<file path="config.mk">
export PLATFORM = sky130hd
export DESIGN_NAME = rvvi_depacketizer
export DESIGN_NICKNAME = d
export VERILOG_FILES = /design/src/rtl/rvvi_depacketizer.sv
export SDC_FILE = /design/constraint.sdc
export NUM_CORES = 2
export LEC_CHECK = 0
export ABC_CLOCK_PERIOD_IN_PS = 3680
export BUFFER_PORTS_ARGS = -buffer_cell sky130_fd_sc_hd__buf_4
export CAP_MARGIN = 20
export CELL_PAD_IN_SITES_DETAIL_PLACEMENT = 1
export CELL_PAD_IN_SITES_GLOBAL_PLACEMENT = 2
export CORE_MARGIN = 8
export CORE_UTILIZATION = 37
export CTS_CLUSTER_DIAMETER = 30
export DETAILED_ROUTE_END_ITERATION = 7
export GPL_ROUTABILITY_DRIVEN = 0
export PLACE_DENSITY = 0.87
export REMOVE_ABC_BUFFERS = 1
export SLEW_MARGIN = 20
export SYNTH_ARGS = -nofsm -noshare
export SYNTH_HDL_FRONTEND = slang
export SYNTH_SLANG_ARGS = --single-unit
</file>
<file path="constraint.sdc">
create_clock -name s_axi_aclk -period 3.68 [get_ports s_axi_aclk]
set_clock_uncertainty 0.1 [all_clocks]
set_input_delay 0.552 -clock s_axi_aclk [delete_from_list [all_inputs] [get_ports s_axi_aclk]]
set_output_delay 0.552 -clock s_axi_aclk [all_outputs]
set_load 0.005 [all_outputs]
</file>
<file path="src/rtl/rvvi_depacketizer.sv">
// RVVI depacketizer: filters MAC/EtherType on a 32-bit AXI-stream RX feed, reassembles
// one RVVI record per good frame and hands it out on a valid/ready port.
package rvvi_depacketizer_pkg;
  typedef struct packed {
    int unsigned XLEN;
  } cvw_t;
endpackage

module rvvi_depacketizer
  import rvvi_depacketizer_pkg::*;
#(
  parameter cvw_t P          = '{XLEN: 64},
  parameter int   MAX_CSRS   = 5,
  localparam int  RVVI_WIDTH = 72 + 5*int'(P.XLEN) + MAX_CSRS*(int'(P.XLEN) + 16)
) (
  input  logic                  s_axi_aclk,
  input  logic                  s_axi_aresetn,
  input  logic [31:0]           RvviAxiRdata,
  input  logic [3:0]            RvviAxiRstrb,
  input  logic                  RvviAxiRlast,
  input  logic                  RvviAxiRuser,
  input  logic                  RvviAxiRvalid,
  output logic                  RvviAxiRready,
  input  logic [47:0]           DstMac,
  input  logic [47:0]           SrcMac,
  input  logic [15:0]           EthType,
  output logic                  Valid,
  output logic [RVVI_WIDTH-1:0] Rvvi,
  input  logic                  Ready,
  output logic [15:0]           GoodFrames,
  output logic [15:0]           BadFrames
);

  localparam int PAYLOAD_WORDS = (RVVI_WIDTH + 31) / 32;
  localparam int SHADOW_W      = PAYLOAD_WORDS * 32;
  localparam int CNT_W         = (PAYLOAD_WORDS > 4) ? $clog2(PAYLOAD_WORDS) : 2;
  localparam logic [CNT_W-1:0] LAST_WORD = CNT_W'(PAYLOAD_WORDS - 1);

  typedef enum logic [2:0] {HDR, PAY, TAIL, DROP, OUT} stateType;

  stateType         state, nextState;
  logic [CNT_W-1:0] beatCnt, nextCnt;
  logic [31:0]      shadow [PAYLOAD_WORDS];
  logic [SHADOW_W-1:0] loadData;
  logic             beatFire, fullKeep, hdrMatch;
  logic             shadowWe, loadRvvi, goodInc, badInc;
  logic [127:0]     hdrPadded;
  logic [31:0]      hdrChunk, hdrExpect, hdrMask;

  assign beatFire = RvviAxiRvalid & RvviAxiRready;
  assign fullKeep = (RvviAxiRstrb == 4'hF);

  // Header bytes go out MSB-first, but byte 0 of each beat sits on [7:0], hence the swap.
  assign hdrPadded = {DstMac, SrcMac, EthType, 16'h0000};
  assign hdrChunk  = hdrPadded[32*(3 - int'(beatCnt[1:0])) +: 32];
  assign hdrExpect = {hdrChunk[7:0], hdrChunk[15:8], hdrChunk[23:16], hdrChunk[31:24]};
  assign hdrMask   = (beatCnt[1:0] == 2'd3) ? 32'h0000_FFFF : 32'hFFFF_FFFF;
  assign hdrMatch  = (((RvviAxiRdata ^ hdrExpect) & hdrMask) == 32'h0);

  assign RvviAxiRready = (state != OUT);
  assign Valid         = (state == OUT);

  // The final payload word may arrive on the same beat as tlast, so bypass it into the record.
  always_comb begin
    for (int k = 0; k < PAYLOAD_WORDS; k++) begin
      loadData[32*k +: 32] = shadow[k];
    end
    if (state == PAY) begin
      loadData[SHADOW_W-1 -: 32] = RvviAxiRdata;
    end
  end

  generate
    if (SHADOW_W > RVVI_WIDTH) begin : g_pad
      logic unusedPadBits;
      assign unusedPadBits = ^loadData[SHADOW_W-1:RVVI_WIDTH];
    end
  endgenerate

  // NOTE: every output of this block gets a default first, so no path leaves one unassigned and no latch is inferred.
  always_comb begin
    nextState = state;
    nextCnt   = beatCnt;
    shadowWe  = 1'b0;
    loadRvvi  = 1'b0;
    goodInc   = 1'b0;
    badInc    = 1'b0;
    case (state)
      HDR: if (beatFire) begin
        if (!hdrMatch || !fullKeep || RvviAxiRlast) begin
          nextCnt = '0;
          if (RvviAxiRlast) begin
            badInc    = 1'b1;
            nextState = HDR;
          end else begin
            nextState = DROP;
          end
        end else if (beatCnt[1:0] == 2'd3) begin
          nextCnt   = '0;
          nextState = PAY;
        end else begin
          nextCnt = beatCnt + CNT_W'(1);
        end
      end
      PAY: if (beatFire) begin
        shadowWe = 1'b1;
        nextCnt  = '0;
        if (beatCnt == LAST_WORD) begin
          if (!RvviAxiRlast) begin
            nextState = TAIL;
          end else if (RvviAxiRuser) begin
            badInc    = 1'b1;
            nextState = HDR;
          end else begin
            loadRvvi  = 1'b1;
            goodInc   = 1'b1;
            nextState = OUT;
          end
        end else if (RvviAxiRlast) begin
          badInc    = 1'b1;
          nextState = HDR;
        end else if (!fullKeep) begin
          // Counted once, when the rest of the frame drains through DROP.
          nextState = DROP;
        end else begin
          nextCnt = beatCnt + CNT_W'(1);
        end
      end
      TAIL: if (beatFire && RvviAxiRlast) begin
        if (RvviAxiRuser) begin
          badInc    = 1'b1;
          nextState = HDR;
        end else begin
          loadRvvi  = 1'b1;
          goodInc   = 1'b1;
          nextState = OUT;
        end
      end
      DROP: if (beatFire && RvviAxiRlast) begin
        badInc    = 1'b1;
        nextState = HDR;
      end
      OUT: if (Ready) nextState = HDR;
      default: nextState = HDR;
    endcase
  end

  // NOTE: sequential state uses non-blocking assignments so every register samples pre-edge values.
  always_ff @(posedge s_axi_aclk or negedge s_axi_aresetn) begin
    if (!s_axi_aresetn) begin
      state      <= HDR;
      beatCnt    <= '0;
      Rvvi       <= '0;
      GoodFrames <= 16'h0;
      BadFrames  <= 16'h0;
    end else begin
      state   <= nextState;
      beatCnt <= nextCnt;
      if (loadRvvi) Rvvi <= loadData[RVVI_WIDTH-1:0];
      if (goodInc)  GoodFrames <= GoodFrames + 16'd1;
      if (badInc)   BadFrames  <= BadFrames + 16'd1;
    end
  end

  // NOTE: the shadow store is data-only and always fully rewritten before use, so it carries no reset.
  always_ff @(posedge s_axi_aclk) begin
    if (shadowWe) shadow[beatCnt] <= RvviAxiRdata;
  end

endmodule

</file>
# After elaboration in Yosys (flattened, before gate mapping)
# Memory sizes are Yosys's and may differ from the RTL's. A register that Yosys moved wholly into a read port is not among the register bits.
# Index checks and enable logic that the tools add are counted.
dict set report classes {
  bitwise_logic 3
  n_addsub 4
  n_mux 44
  n_reduce_logical 34
  eq_ne 15
  n_shift 1
}
# operator n
set op_table {}
lappend op_table {{$shiftx A128 B8 Y32} 1}
lappend op_table {{$mux W3} 12}
lappend op_table {{$mux W5} 7}
lappend op_table {{$add A16 B1 Y16 const B} 2}
lappend op_table {{$and A32 B32 Y32} 1}
lappend op_table {{$logic_not A32 Y1} 1}
lappend op_table {{$mux W32} 1}
lappend op_table {{$xor A32 B32 Y32} 1}
lappend op_table {{$logic_not A1 Y1} 26}
lappend op_table {{$mux W24} 1}
lappend op_table {{$mux W1} 18}
lappend op_table {{$pmux W3 S5} 1}
lappend op_table {{$pmux W5 S2} 1}
lappend op_table {{$ne A2 B2 Y1 const B} 4}
lappend op_table {{$reduce_and A7 Y1} 1}
lappend op_table {{$eq A3 B2 Y1 const B} 2}
lappend op_table {{$ne A3 B3 Y1 const B} 2}
lappend op_table {{$add A5 B1 Y5 const B} 1}
lappend op_table {{$eq A5 B5 Y1 const B} 1}
lappend op_table {{$eq A4 B4 Y1 const B} 1}
lappend op_table {{$ne A4 B3 Y1 const B} 1}
lappend op_table {{$pmux W1 S4} 1}
lappend op_table {{$eq A3 B1 Y1 const B} 1}
lappend op_table {{$eq A3 B3 Y1 const B} 1}
lappend op_table {{11 further kinds} 12}
dict set report word_totals {
  inputBits 154
  memories 1
  ramBits 800
  reg_bits 832
  out_inout_bits 826
  word_cells 107
}
# name depth word_bits read_ports rd_ports_with_merged_regs write_ports line
set memory_table {}
lappend memory_table {shadow 25 32 25 24 1 43} ;# logic [31:0] shadow [PAYLOAD_WORDS];

# Logic depth before layout (Yosys ltp)
dict set report logic_depth {
  word_depth 11
  depth_mapped 13
  depth_no_buf 9
}

# Worst setup path before layout
# Ideal clock, no wire load.
dict set report synth_timing {
  path_kind {input to register}
  startpoint {in RvviAxiRvalid}
  endpoint {mem shadow[12][0] (enable)}
  arrival_time_ps 2760
  path_buffers 0
  required_ps 3159
  setup_ps 421
  stages 3
  slack_ps 399
  cell_sequence {nor3b_1 nand3_1 nor2_1}
}
dict set report synth_via {
  elab_chain_cells 5
}
# element line
set synth_rtl {}
lappend synth_rtl {{start, declared} 22} ;# input logic RvviAxiRvalid,
lappend synth_rtl {{$and A1 B1 Y1} 50} ;# assign beatFire = RvviAxiRvalid & RvviAxiRready;
lappend synth_rtl {{$mux W1} 105} ;# PAY: if (beatFire) begin
lappend synth_rtl {{$mux W1} 88} ;# case (state)
lappend synth_rtl {{$mux W1} 167} ;# if (shadowWe) shadow[beatCnt] <= RvviAxiRdata;
lappend synth_rtl {{$mux W1 (implied by the code)} 167}
lappend synth_rtl {{end, declared} 43}
# No other way between the ends.

# Worst setup path in the final report
dict set report layout_timing {
  startpoint {reg beatCnt[1]}
  endpoint {reg beatCnt[0]}
}
dict set report layout_via {
  elab_chain_cells 11
  word_cells_on_any_way 17
  classes_between {add/sub (1); eq/ne (2); shift (1); mux (7); bitwise (2); reduce/logical (4)}
}
# element line
set layout_rtl {}
lappend layout_rtl {{start, declared} 42} ;# logic [CNT_W-1:0] beatCnt, nextCnt;
lappend layout_rtl {{start signal, assigned} 158} ;# beatCnt <= nextCnt;
lappend layout_rtl {{$sub A2 B2 Y3} 55} ;# assign hdrChunk = hdrPadded[32*(3 - int'(beatCnt[1:0])) +: 32];
lappend layout_rtl {{$shiftx A128 B8 Y32} 55}
lappend layout_rtl {{$xor A32 B32 Y32} 58} ;# assign hdrMatch = (((RvviAxiRdata ^ hdrExpect) & hdrMask) == 32'h0);
lappend layout_rtl {{$and A32 B32 Y32} 58}
lappend layout_rtl {{$logic_not A32 Y1} 58}
lappend layout_rtl {{$logic_not A1 Y1} 90} ;# if (!hdrMatch || !fullKeep || RvviAxiRlast) begin
lappend layout_rtl {{$logic_or A1 B1 Y1 (2 in a row)} 90}
lappend layout_rtl {{$mux W5} 90}
lappend layout_rtl {{$mux W5} 89} ;# HDR: if (beatFire) begin
lappend layout_rtl {{$pmux W5 S2 (*)} 88}
# Mark *: on every way between the ends. The rest lies on a longest branch, timed or not. The select of a mux whose other input is x is not followed.
# A chain may end at the register's enable or synchronous reset.

==> metrics <==
status completed; largest family of logic cells by synthesized area simple AND/OR/NAND/NOR gates; CTS Buffer Depth 4; crit path DAT a little over 4 ns; Die Height approximately 410 um; DP HPWL about 150000 um; Post-Synth Simple-Gate Area 0.167; CTS Sinks 1624; Mapped Cells 4502; global-route wire length before repair approximately 340000 um; DR pass1 iterations 7; vias in the first global route roughly 47000; Vias roughly 42000; GRT Total Usage 0.283; post-synth cell types 45; largest net degree at the start of global routing 115; Final Hold Viols 0; r2r worst-path depth 10; CP Max Fanout 14; post-synthesis compound-gate area fraction 0.00655; crit path capture type register; synthesized cell area 0.0567 mm^2; initial antenna violation count between 40 and 50; GRT overflow 0; peak supply drop approximately 0.52 mV; row cnt 143; Worst Path Required around 4.3 ns; clock latency on the worst-skew pair 0.93 ns; CTS Root Cell clkbuf_16; fmax between 200 and 300 MHz; worst-margin pin slew a little under 1 ns; Starting DRT DRC Count between 3000 and 4000; min Tclk post-route 3.49 ns; DR vias/cell approximately 5.2; Synthesis Warnings 0; cts bufs inserted 353; Post-Route WL 243000 um; FF+latch count, synth ~1600; post-synthesis mux area share 0.0137; max cap viols 0; type of the worst setup path reg2reg; P_leak between 30 and 40 nW; Buffers on Ports between 900 and 1000; die width between 400 and 500 um; final setup vio count 0; PD cells roughly 850 mW/mm^2; Util after Layout 0.526; Slew Limit Headroom 0.348; CTS tree done; syn avg cell area about 13 um^2; cell mode on critical path buf_4; Worst Setup Start Kind register; total die area about 0.17 mm^2; Hold WC Path Type in2reg; crit share post-route 0.949; DRC violation count after routing 0; NumNets Final roughly 6000; Routed Antenna Nets 0; Clk pin slew, worst setup/hold paths roughly 0.050 ns; final-report max-slew violation count 0; H-tree levels 5; Area Growth Syn to Fin 40.9%; Hold WS between 0.1 and 0.15 ns; Initial Util 0.373; CP max stage delay around 0.55 ns; sequential share of the synthesized area 0.786; xor/xnor share of the synthesized area 0.00957; I/O pin cnt 980; critical path, cell by cell buf_4 -> mux4_2 -> xnor2_4 -> buf_4 -> nand4_1 -> nor4_4 -> buf_4 -> and4_1 -> nand3_1 -> a31oi_1; CP max stage cell nor4_4; share of layout cells above drive strength 1 0.287; Core ar. 0.152 mm^2; unrepaired setup endpoints after global routing false; Adder-Cell Fraction of Synth Area 0.00154; hold depth 2; Routed wire per std cell roughly 30 um
worst max-delay path, delay by kind of cell (launching register included):
kind / cells / cell delay (ns)
buffers and inverters: 3 / 0.67
AND/OR/NAND/NOR: 4 / 1.05
AO/OA/AOI/OAI: 1 / 0.21
flip-flops: 1 / 0.54
XOR/XNOR: 1 / 0.43
multiplexers: 1 / 0.39
stage by stage:
stage               setup TNS [ns]  setup slack [ns]  cell area, um^2  power [mW]  std cells
floorplan                        -            -44.50            55900        28.1       4308
global placement             -4.65            -0.742            67500        34.8       7458
detailed placement           -1.97            -0.340            67600        35.3       7458
CTS                              0            0.0538            79800        68.1       8117
global route                     0            0.0343            79900        69.8       8141
finish                           0             0.187            79900        67.7       8152
state kept, by name (all words and copies together) (netlist names):
name / cells
Rvvi: 792
shadow: 792
BadFrames: 16
GoodFrames: 16
beatCnt: 5
state: 3
synth_stat cells (all sizes together):
cell type | instances | area share
nor4 | 2 | 0.00033
inv | 12 | 0.00079
nor3 | 3 | 0.00026
mux2 | 1 | 0.00020
o22ai | 1 | 0.00011
nor2 | 44 | 0.0029
o221ai | 1 | 0.00015
nand4 | 14 | 0.0015
o21a | 1 | 0.00013
xor2 | 8 | 0.0012
clkbuf | 128 | 0.0085
ha | 7 | 0.0015
nand3 | 19 | 0.0017
nand3b | 22 | 0.0029
mux4 | 13 | 0.0052
and2 | 1 | 0.00011
o21ai | 51 | 0.0045
a41oi | 1 | 0.00015
nor3b | 2 | 0.00026
o21bai | 1 | 0.00013
a31oi | 4 | 0.00044
nand2b | 3 | 0.00033
and4 | 1 | 0.00015
mux2i | 47 | 0.0083
nand2 | 2351 | 0.16
or4 | 1 | 0.00013
nand4b | 1 | 0.00015
dfrtp | 832 | 0.37
edfxtp | 792 | 0.42
a211oi | 1 | 0.00013
xnor2 | 54 | 0.0083
or3 | 2 | 0.00022
nor2b | 1 | 0.00011
a22o | 1 | 0.00015
buf | 66 | 0.0058
and3 | 7 | 0.00077
a21oi | 5 | 0.00051
a21o | 1 | 0.00013
where the power goes:
| part | internal, mW | total (mW) | switching, mW |
|---|---|---|---|
| logic | 5.02 | 10.2 | 5.14 |
| clock network | 21.5 | 32.1 | 10.6 |
| registers | 22.2 | 25.5 | 3.27 |
| total | 48.7 | 67.7 | 19.0 |
layout by cell type (no fill, tap or decap), types with 38 or more instances in the layout:
| cell type | Yosys | routed |
|---|---|---|
| bufinv_16 | 0 | 46 |
| clkbuf_1 | 128 | 49 |
| xnor2_1 | 54 | 53 |
| clkbuf_16 | 0 | 356 |
| clkinv_2 | 0 | 60 |
| edfxtp_1 | 792 | 792 |
| dfrtp_1 | 832 | 830 |
| buf_12 | 0 | 38 |
| buf_4 | 1 | 1086 |
| clkinvlp_4 | 0 | 44 |
| nand2_1 | 2351 | 2351 |
| mux2i_1 | 47 | 47 |
cells by family after synthesis:
kind of cell,Yosys count
and+or+nand+nor,2474
DFF,1624
buffers and inverters,206
AOI/OAI and AO/OA,68
xor gates and xnor gates,62
muxes,61
adders and majority gates,7
what timing repair did:
item | in CTS | in global routing
gates resized for setup | 2 | 0
buffers inserted | 0 | 5
hold buffers | 25 | 0
endpoints found under the hold margin | 472 | 0
pin swaps | 0 | 2
setup endpoints to repair | 7 | 2
gates cloned | 0 | 0
cell type report:
class	instances	area, um^2
inverter	12	45.0
antenna	30	75.1
fill	15500	72100
sequential	1624	44600
clock buffer	432	9460
multi-input combinational	2672	11500
timing repair buffer	1150	9180
tap	2030	2540
clock inverter	202	2530
layer usage:
layer	vias to the layer above	global-route usage	wire length, um
li1	17400	-	-
met1	22100	0.341	91300
met2	2256	0.468	119000
met3	565	0.0796	20100
met4	24	0.141	12700
met5	-	0	154
worst paths after layout:
check / slack (ns) / to / startpoint
max: 0.19 / beatCnt[0] / beatCnt[1]
min: 0.13 / shadow[10][14] / RvviAxiRdata[14]
max reg2reg: 0.19 / beatCnt[0] / beatCnt[1]
min reg2reg: 0.26 / Rvvi[576] / shadow[18][0]
max in group asynchronous: 2.10 / Rvvi[262] / s_axi_aresetn
min in group asynchronous: 0.21 / Rvvi[309] / s_axi_aresetn
Note: power is estimated with default switching activity, not from simulation.
